File: config.mk
export PLATFORM = sky130hd
export DESIGN_NAME = pipe_elastic_chain
export DESIGN_NICKNAME = d
export VERILOG_FILES = /design/src/rtl/pipe_elastic_chain.sv
export SDC_FILE = /design/constraint.sdc
export NUM_CORES = 1
export LEC_CHECK = 0
export ABC_AREA = 1
export BUFFER_PORTS_ARGS = -buffer_cell sky130_fd_sc_hd__buf_4
export CAP_MARGIN = 20
export CORE_MARGIN = 5
export CORE_UTILIZATION = 50
export CTS_BUF_LIST = sky130_fd_sc_hd__clkbuf_2 sky130_fd_sc_hd__clkbuf_4 sky130_fd_sc_hd__clkbuf_8
export DETAILED_ROUTE_END_ITERATION = 10
export PLACE_DENSITY = 0.81
export SYNTH_ARGS = -nofsm -noshare
export SYNTH_HDL_FRONTEND = slang
export SYNTH_SLANG_ARGS = --single-unit
File: constraint.sdc
create_clock -name clk -period 3.31 [get_ports clk]
set_input_delay 0.331 -clock clk [delete_from_list [all_inputs] [get_ports clk]]
set_output_delay 0.331 -clock clk [all_outputs]
set_load 0.01 [all_outputs]
File: src/rtl/pipe_elastic_chain.sv
// Parametrised elastic pipeline-register chain with valid/ready flow, per-stage stalls,
// partial flush and occupancy / stall statistics. Stage 0 is youngest, STAGES-1 oldest.
module pipe_elastic_chain #(
    parameter int  STAGES = 4,
    parameter int  WIDTH  = 32,
    parameter int  CNT_W  = 32,
    localparam int IDX_W  = $clog2(STAGES),
    localparam int OCC_W  = $clog2(STAGES + 1)
) (
    input  logic                     clk,
    input  logic                     rst_n,
    input  logic                     in_valid,
    output logic                     in_ready,
    input  logic [WIDTH-1:0]         in_data,
    output logic                     out_valid,
    input  logic                     out_ready,
    output logic [WIDTH-1:0]         out_data,
    input  logic [STAGES-1:0]        stall_req,
    input  logic                     flush_req,
    input  logic [IDX_W-1:0]         flush_stage,
    output logic [STAGES-1:0]        stage_valid,
    output logic [STAGES*WIDTH-1:0]  stage_data,
    output logic [OCC_W-1:0]         occupancy,
    output logic [CNT_W-1:0]         stall_cycles
);

    logic [STAGES-1:0] v_r;
    logic [WIDTH-1:0]  d_r [STAGES];
    logic [OCC_W-1:0]  occ_r;
    logic [CNT_W-1:0]  stall_cnt_r;

    logic [STAGES-1:0] leave_s;
    logic [STAGES-1:0] accept_s;
    logic [STAGES-1:0] kill_s;
    logic [IDX_W-1:0]  flush_lim_s;
    logic [STAGES-1:0] v_nxt_s;
    logic [WIDTH-1:0]  d_nxt_s [STAGES];
    logic              stall_hit_s;

    function automatic logic [OCC_W-1:0] popcount(input logic [STAGES-1:0] vec);
        logic [OCC_W-1:0] cnt;
        cnt = '0;
        for (int i = 0; i < STAGES; i++) begin
            cnt = cnt + OCC_W'(vec[i]);
        end
        return cnt;
    endfunction

    // Ready ripples from the output back to stage 0 so an empty stage always accepts.
    always_comb begin
        logic down_acc;
        down_acc = out_ready;
        leave_s  = '0;
        accept_s = '0;
        for (int i = STAGES - 1; i >= 0; i--) begin
            leave_s[i]  = v_r[i] & ~stall_req[i] & down_acc;
            accept_s[i] = ~v_r[i] | leave_s[i];
            down_acc    = accept_s[i];
        end
    end

    // Clamp the flush index so out-of-range values kill the whole chain.
    always_comb begin
        if (int'(flush_stage) >= STAGES - 1) begin
            flush_lim_s = IDX_W'(STAGES - 1);
        end else begin
            flush_lim_s = flush_stage;
        end
    end

    // Stages at or younger than the flush limit are killed.
    always_comb begin
        kill_s = '0;
        for (int i = 0; i < STAGES; i++) begin
            if (flush_req && (i <= int'(flush_lim_s))) begin
                kill_s[i] = 1'b1;
            end else begin
                kill_s[i] = 1'b0;
            end
        end
    end

    assign stall_hit_s = |(stall_req & v_r);
    // A flush swallows the incoming beat, so the input side is always ready then.
    assign in_ready    = flush_req | accept_s[0];

    // Next-state valid and payload; payload is only written on a valid load.
    always_comb begin
        logic src_v;
        v_nxt_s = v_r;
        d_nxt_s = d_r;
        src_v   = 1'b0;
        if (kill_s[0]) begin
            v_nxt_s[0] = 1'b0;
        end else if (accept_s[0]) begin
            v_nxt_s[0] = in_valid;
            if (in_valid) begin
                d_nxt_s[0] = in_data;
            end else begin
                d_nxt_s[0] = d_r[0];
            end
        end else begin
            v_nxt_s[0] = v_r[0];
        end
        for (int i = 1; i < STAGES; i++) begin
            src_v = v_r[i-1] & leave_s[i-1] & ~kill_s[i-1];
            if (kill_s[i]) begin
                v_nxt_s[i] = 1'b0;
            end else if (accept_s[i]) begin
                v_nxt_s[i] = src_v;
                if (src_v) begin
                    d_nxt_s[i] = d_r[i-1];
                end else begin
                    d_nxt_s[i] = d_r[i];
                end
            end else begin
                v_nxt_s[i] = v_r[i];
            end
        end
    end

    // Stage registers and statistics.
    always_ff @(posedge clk or negedge rst_n) begin
        if (!rst_n) begin
            v_r         <= '0;
            occ_r       <= '0;
            stall_cnt_r <= '0;
            for (int i = 0; i < STAGES; i++) begin
                d_r[i] <= '0;
            end
        end else begin
            v_r   <= v_nxt_s;
            occ_r <= popcount(v_nxt_s);
            for (int i = 0; i < STAGES; i++) begin
                d_r[i] <= d_nxt_s[i];
            end
            if (stall_hit_s && (stall_cnt_r != {CNT_W{1'b1}})) begin
                stall_cnt_r <= stall_cnt_r + CNT_W'(1);
            end else begin
                stall_cnt_r <= stall_cnt_r;
            end
        end
    end

    // Flatten per-stage payload registers onto the observation bus.
    always_comb begin
        stage_data = '0;
        for (int i = 0; i < STAGES; i++) begin
            stage_data[i*WIDTH +: WIDTH] = d_r[i];
        end
    end

    assign out_valid    = v_r[STAGES-1];
    assign out_data     = d_r[STAGES-1];
    assign stage_valid  = v_r;
    assign occupancy    = occ_r;
    assign stall_cycles = stall_cnt_r;

endmodule

==> results of run 1 <==
[timing repair]
action / CTS / global route
endpoints found under the setup margin: 0 / 0
hold buffers: 1 / 0
hold endpoints to repair: 74 / 0
[worst max-delay path: stages (launching register included)]
cell     delay [ns]
dfrtp_1        0.39
inv_1          0.06
nor2_2         0.11
nand3_1        0.08
nand2_1        0.11
nand2_1        0.06
nand2_1        0.11
nand2_1        0.10
nand3_1        0.11
o21ai_0        0.16
fa_1           0.51
ha_1           0.20
ha_1           0.27
[sequential cells by signal, indices dropped and copies added (netlist names)]
signal / cells
stage_valid: 4
stage_data: 96
out_data: 32
stall_cycles: 32
occupancy: 3
[power breakdown]
part	internal (uW)	switching (uW)	total, uW
clock network	715	720	1440
logic	1340	1390	2730
registers	2670	561	3230
total	4730	2670	7400
[cell families after synthesis]
family / count (synthesis)
compound gates: 109
xor+xnor: 20
fa+ha+maj: 4
buf+inv: 166
flops: 167
simple gates: 431
[final cells by class]
class,instances,area [sq um],area share (%)
clock buffers,21,270.3,2.795
multi-input cells,564,2592,26.82
inverters,98,367.9,3.805
well taps,188,235.2,2.433
flip-flops and latches,167,4179,43.23
repair buffers,251,1903,19.68
clock inverters,10,120.1,1.242
[placed cells by master (no fill, tap or decap)]
cell and n:
fa_1 1, buf_12 1, xnor2_1 10, o21ai_2 1
buf_4 248, nand2_4 2, a22oi_1 1, bufinv_16 2
nor2_4 2, buf_6 1, clkbuf_8 18, inv_6 2
nand4_1 7, nor3_2 1, ha_1 3, dfrtp_1 167
clkinvlp_4 2, nand3b_1 6, nor3_1 7, clkinv_2 2
xor2_1 10, inv_1 94, clkinv_4 2, o21ai_0 74
nor2_2 6, clkbuf_4 3, inv_2 4, dlygate4sd3_1 1
nand2_1 284, nand2_2 3, a21oi_1 32, nor2_1 67
o21ai_1 1, nand3_2 5, nand3_1 41
[final timing paths]
kind | startpoint | endpoint | slack, ns | cells past startpoint
max | stage_valid[2] | occupancy[1] | 0.93 | 12
min | in_data[26] | stage_data[26] | 0.10 | 3
max reg2reg | stage_valid[2] | occupancy[1] | 0.93 | 12
min reg2reg | stage_data[29] | stage_data[29] | 0.51 | 2
max in group asynchronous | rst_n | out_data[20] | 1.99 | 3
min in group asynchronous | rst_n | stall_cycles[20] | 0.48 | 2
[per-stage QoR]
| step | total power [uW] | setup slack [ns] |
|---|---|---|
| final | 7399 | 0.9330 |
| after detailed placement | 6026 | 0.8921 |
| after global placement | 5941 | 0.9842 |
| after CTS | 7466 | 0.9103 |
| after floorplan | 4533 | 1.066 |
| after global routing | 7862 | 0.7244 |
[routing by layer]
| metal | vias to the layer above | wire (um) | GRT usage [%] |
|---|---|---|---|
| met3 | 40 | 1498 | 6.118 |
| met2 | 221 | 9330 | 36.60 |
| met4 | 0 | 667 | 9.657 |
| met5 | - | 0 | 0 |
| met1 | 2890 | 8043 | 28.81 |
| li1 | 3163 | - | - |
==> impl_metrics.py, run 1 <==
metrics = {
    "die": {
        "dieWidth_um": 133.1,
        "die-area_sq_um": 17720,
        "core_area_sq_um": 15030,
        "dieHeight_um": 133.1,
        "rows": 45,
        "initial_core_util_pct": 50.40,
        "io_pins": 244,
    },
    "synth": {
        "async_reset_ff_share_pct": 100.0,
        "synth_warnings": 0,
        "yosysTopAreaCell": "dfrtp_1",
        "synthCells": 897,
        "synth_edf_count": 0,
        "syn_area_per_cell_sq_um": 8.447,
        "synth_most_common_cell": "nand2_1",
        "synth_seq_area_share_pct": 55.15,
        "yosys-top-cells-area": "dfrtp_1 (55%), nand2_1 (14%), o21ai_0 (4.9%)",
        "synth.distinct_cells": 31,
        "synth_top_family_by_area": "simple AND/OR/NAND/NOR gates",
        "ys_ff_latch": 167,
        "yosys-top-cells-count": "nand2_1 (284), dfrtp_1 (167), inv_1 (94)",
        "synth_compound_area_share_pct": 7.282,
        "synth_adder_area_share_pct": 0.7596,
        "muxShareOfSynthArea_pct": 0,
        "synth_top_flop_cell": "dfrtp_1",
        "synth_top_cell_area_share_pct": 55.15,
        "synthSimpleGateAreaFrac_pct": 23.63,
        "syn_area_sq_um": 7577,
        "syn-num-nets": 944,
        "synth_xor_area_share_pct": 2.312,
    },
    "setup_path": {
        "end_kind": "flop",
        "start_kind": "flop",
        "path_class": "flop to flop",
        "path_max_fanout": 4,
        "crit_required_ns": 3.65,
        "crit_arrival_ns": 2.71,
    },
    "global_route": {
        "track_usage_pct": 22.61,
        "grt_pass1_vias": 6311,
        "antenna_found_initial": 0,
        "grt_max_degree": 77,
        "grt_pass1_wl_um": 32110,
        "grt_overflow": 0,
    },
    "outcome": {
        "status": "complete, no violations",
    },
    "timing": {
        "timing.fmax_ghz": 0.4207,
        "rsz0062_at_grt": "no",
        "skew_ns": 0.01456,
        "slew_viol_final": 0,
        "maxSlewHeadroom_pct": 33.86,
        "hold_ws_ns": 0.1019,
        "min_period_ns": 2.377,
        "worst_pin_slew_ns": 0.9897,
        "setup_violations": 0,
        "period_share_pct": 71.81,
        "hold_viol_final": 0,
        "setup_tns_ns": 0,
    },
    "cts": {
        "cts.repair.resized": 0,
        "cts_buffers": 17,
        "cts.sink_count": 167,
        "path_clk_slew_ns": 0.09,
        "cts_tree": "yes",
        "post_cts.repair.setup_buffers": 0,
        "clk_latency_ns": 0.45,
        "clock-root-buffer": "clkbuf_8",
        "cts_buffer_depth": 2,
        "h-tree-depth": 4,
    },
    "detailed_routing": {
        "drc": 0,
        "vias": 6314,
        "ant_nets": 0,
        "drt_first_pass_iters": 5,
        "drt_wl_total_um": 19540,
        "drt-wirelength-per-cell_um": 15.04,
        "vias_per_cell": 4.861,
        "drtIter0Drc": 375,
    },
    "place": {
        "io_buffers": 243,
        "dp_cells": 1267,
        "dp_hpwl_um": 14690,
        "dpl_cell_area_sq_um": 9268,
        "gp_congestion": 0.8607,
    },
    "cells_and_area": {
        "drive_above_1_share_pct": 27.45,
        "num-nets-final": 1146,
        "final_area_sq_um": 9668,
        "fin_cells": 1299,
        "n_antenna_cell": 0,
        "n_fill_cell": 1263,
        "fin_util_pct": 64.31,
        "area_growth_pct": 27.59,
    },
    "power": {
        "power.density_nw_per_um2": 765.3,
        "p_leak_uw": 0.005206,
        "vdd_drop_max_uv": 363.4,
    },
    "worst_hold_path": {
        "hold_path_class": "primary input to flop",
    },
    "run": {
        "maxCapViolations": 0,
    },
}
Note: power is estimated with default switching activity, not from simulation.
==> run 2, diff against run 1 <==
--- a/config.mk
+++ b/config.mk
@@ -9,7 +9,7 @@
 export BUFFER_PORTS_ARGS = -buffer_cell sky130_fd_sc_hd__buf_4
 export CAP_MARGIN = 20
 export CORE_MARGIN = 5
-export CORE_UTILIZATION = 50
+export CORE_UTILIZATION = 48
 export CTS_BUF_LIST = sky130_fd_sc_hd__clkbuf_2 sky130_fd_sc_hd__clkbuf_4 sky130_fd_sc_hd__clkbuf_8
 export DETAILED_ROUTE_END_ITERATION = 10
 export PLACE_DENSITY = 0.81
==> constraint.sdc (replaced) <==
create_clock -name clk -period 2.1 [get_ports clk]
set_input_delay 0.21 -clock clk [delete_from_list [all_inputs] [get_ports clk]]
set_output_delay 0.21 -clock clk [all_outputs]
set_load 0.01 [all_outputs]
==> impl_metrics.py, run 2 (synthesized netlist as in run 1, its figures left out) <==
metrics = {
    "outcome": {
        "status": "complete, no violations",
    },
    "setup_path": {
        "startpoint": "stage_valid[3]",
        "critPathBufInv": 1,
        "regToRegStartpoint": "stage_valid[3]",
        "critical_path.endpoint": "occupancy[1]",
        "rrSetupSlack_ns": 0.05,
        "max_stage_delay_ns": 0.49,
        "cp_top_family": "adder cells",
        "path_depth": 7,
        "end_kind": "flop",
        "reg2reg_to": "occupancy[1]",
        "crit_slowest_cell": "fa_1",
        "crit_required_ns": 2.50,
        "path_class": "flop to flop",
        "start_kind": "flop",
        "crit_arrival_ns": 2.45,
        "path_max_fanout": 3,
        "cp_cell_sequence": "buf_4 > o21ai_1 > nand3_2 > a22oi_1 > fa_1 > ha_2 > ha_4",
        "rr_worst_depth": 7,
    },
    "detailed_routing": {
        "drc": 0,
        "drtIter0Drc": 404,
        "vias": 6692,
        "drt-wirelength-per-cell_um": 15.00,
        "vias_per_cell": 4.835,
        "ant_nets": 0,
        "drt_first_pass_iters": 5,
        "drt_wl_total_um": 20760,
    },
    "global_route": {
        "grt_overflow": 0,
        "track_usage_pct": 23.29,
        "grt_max_degree": 65,
        "antenna_found_initial": 0,
        "grt_pass1_wl_um": 33950,
        "grt_pass1_vias": 6730,
    },
    "cts": {
        "cts_buffers": 17,
        "cts_buffer_depth": 2,
        "clock-root-buffer": "clkbuf_8",
        "path_clk_slew_ns": 0.09,
        "h-tree-depth": 4,
        "clk_latency_ns": 0.46,
        "cts_tree": "yes",
        "cts.sink_count": 167,
    },
    "timing": {
        "period_share_pct": 97.42,
        "maxSlewHeadroom_pct": 62.43,
        "setup_violations": 0,
        "skew_ns": 0.01315,
        "worst_pin_slew_ns": 0.5635,
        "slew_viol_final": 0,
        "timing.fmax_ghz": 0.4888,
        "rsz0062_at_grt": "yes",
        "min_period_ns": 2.046,
        "hold_viol_final": 0,
        "setup_ws_ns": 0.05414,
    },
    "cells_and_area": {
        "area_growth_pct": 35.39,
        "num-nets-final": 1202,
        "final_area_sq_um": 10260,
        "largest_reg_flops": 96,
        "mostFrequentLayoutCells": "nand2_1 (282), buf_4 (269), dfrtp_1 (167)",
        "mostFrequentLayoutCell": "nand2_1",
        "n_antenna_cell": 0,
        "fin_cells": 1384,
        "drive_above_1_share_pct": 28.77,
        "n_fill_cell": 1261,
    },
    "run": {
        "maxCapViolations": 0,
    },
    "place": {
        "dp_hpwl_um": 15200,
        "io_buffers": 243,
        "pre_cts_ws_ns": -0.05554,
        "gp_congestion": 0.9490,
        "dp_cells": 1309,
        "dpl_cell_area_sq_um": 9443,
    },
    "die": {
        "die-area_sq_um": 18400,
        "rows": 46,
        "dieHeight_um": 135.6,
        "initial_core_util_pct": 48.22,
        "io_pins": 244,
        "core_area_sq_um": 15710,
        "dieWidth_um": 135.6,
    },
    "power": {
        "power.density_nw_per_um2": 1150,
        "vdd_drop_max_uv": 782.6,
        "power_uw": 11800,
        "p_leak_uw": 0.005464,
    },
    "worst_hold_path": {
        "hold_path_class": "primary input to flop",
    },
}
-- run 2: through the flow --
stage / hold slack, ns / TNS, ns / util [%]
final: 0.09269 / 0 / 65.29
after global routing: 0.07414 / -0.06324 / 65.29
after CTS: 0.07719 / 0 / 65.29
after detailed placement: 0.2166 / -0.05554 / 60.10
after global placement: 0.2116 / 0 / 60.10
after floorplan: -0.08559 / -0.05610 / -
-- run 2: worst reg2reg max path, cell delays in order (launching register included) --
cell,delay [ns]
dfrtp_1,0.40
buf_4,0.15
o21ai_1,0.13
nand3_2,0.11
a22oi_1,0.26
fa_1,0.49
ha_2,0.20
ha_4,0.26
-- run 2: power by group --
part           total [uW]  leakage [uW]  switching [uW]  internal [uW]
Clock                2270      0.000195            1260           1020
Combinational        4430       0.00318            2220           2210
Sequential           5100       0.00209             885           4210
Total               11800       0.00546            4360           7440
-- run 2: layout make-up --
type                       instances  area [sq um]  area share [%]
clock inverter                    13         133.9           1.305
inverter                          98         367.9           3.586
timing repair buffer             307          2431           23.70
tap                              216         270.3           2.634
multi-input combinational        564          2621           25.55
sequential                       167          4179           40.74
clock buffer                      19         255.2           2.488
-- run 2: how the worst min path moves through the flow --
stage | to | cells after the start | slack (ns) | start
finish | stage_valid[0] | 3 | 0.09 | flush_req
global placement | stage_valid[3] | 1 | 0.21 | rst_n
floorplan | occupancy[0] | 0 | -0.09 | rst_n
global route | stage_valid[0] | 3 | 0.07 | flush_req
CTS | stage_valid[0] | 3 | 0.08 | flush_req
detailed placement | stage_valid[3] | 1 | 0.22 | rst_n
-- run 2: timing repair --
item,4_1_cts,5_1_grt
hold buffers,34,0
endpoints found under the setup margin,1,2
gates resized for setup,3,0
endpoints found under the hold margin,87,0
setup buffers,9,0
pin swaps,4,3
-- run 2: metal layers --
layer	track usage [%]	wire [um]
met3	7.095	1601
met1	29.66	8613
met2	38.25	10130
met4	7.503	407
met5	0	0
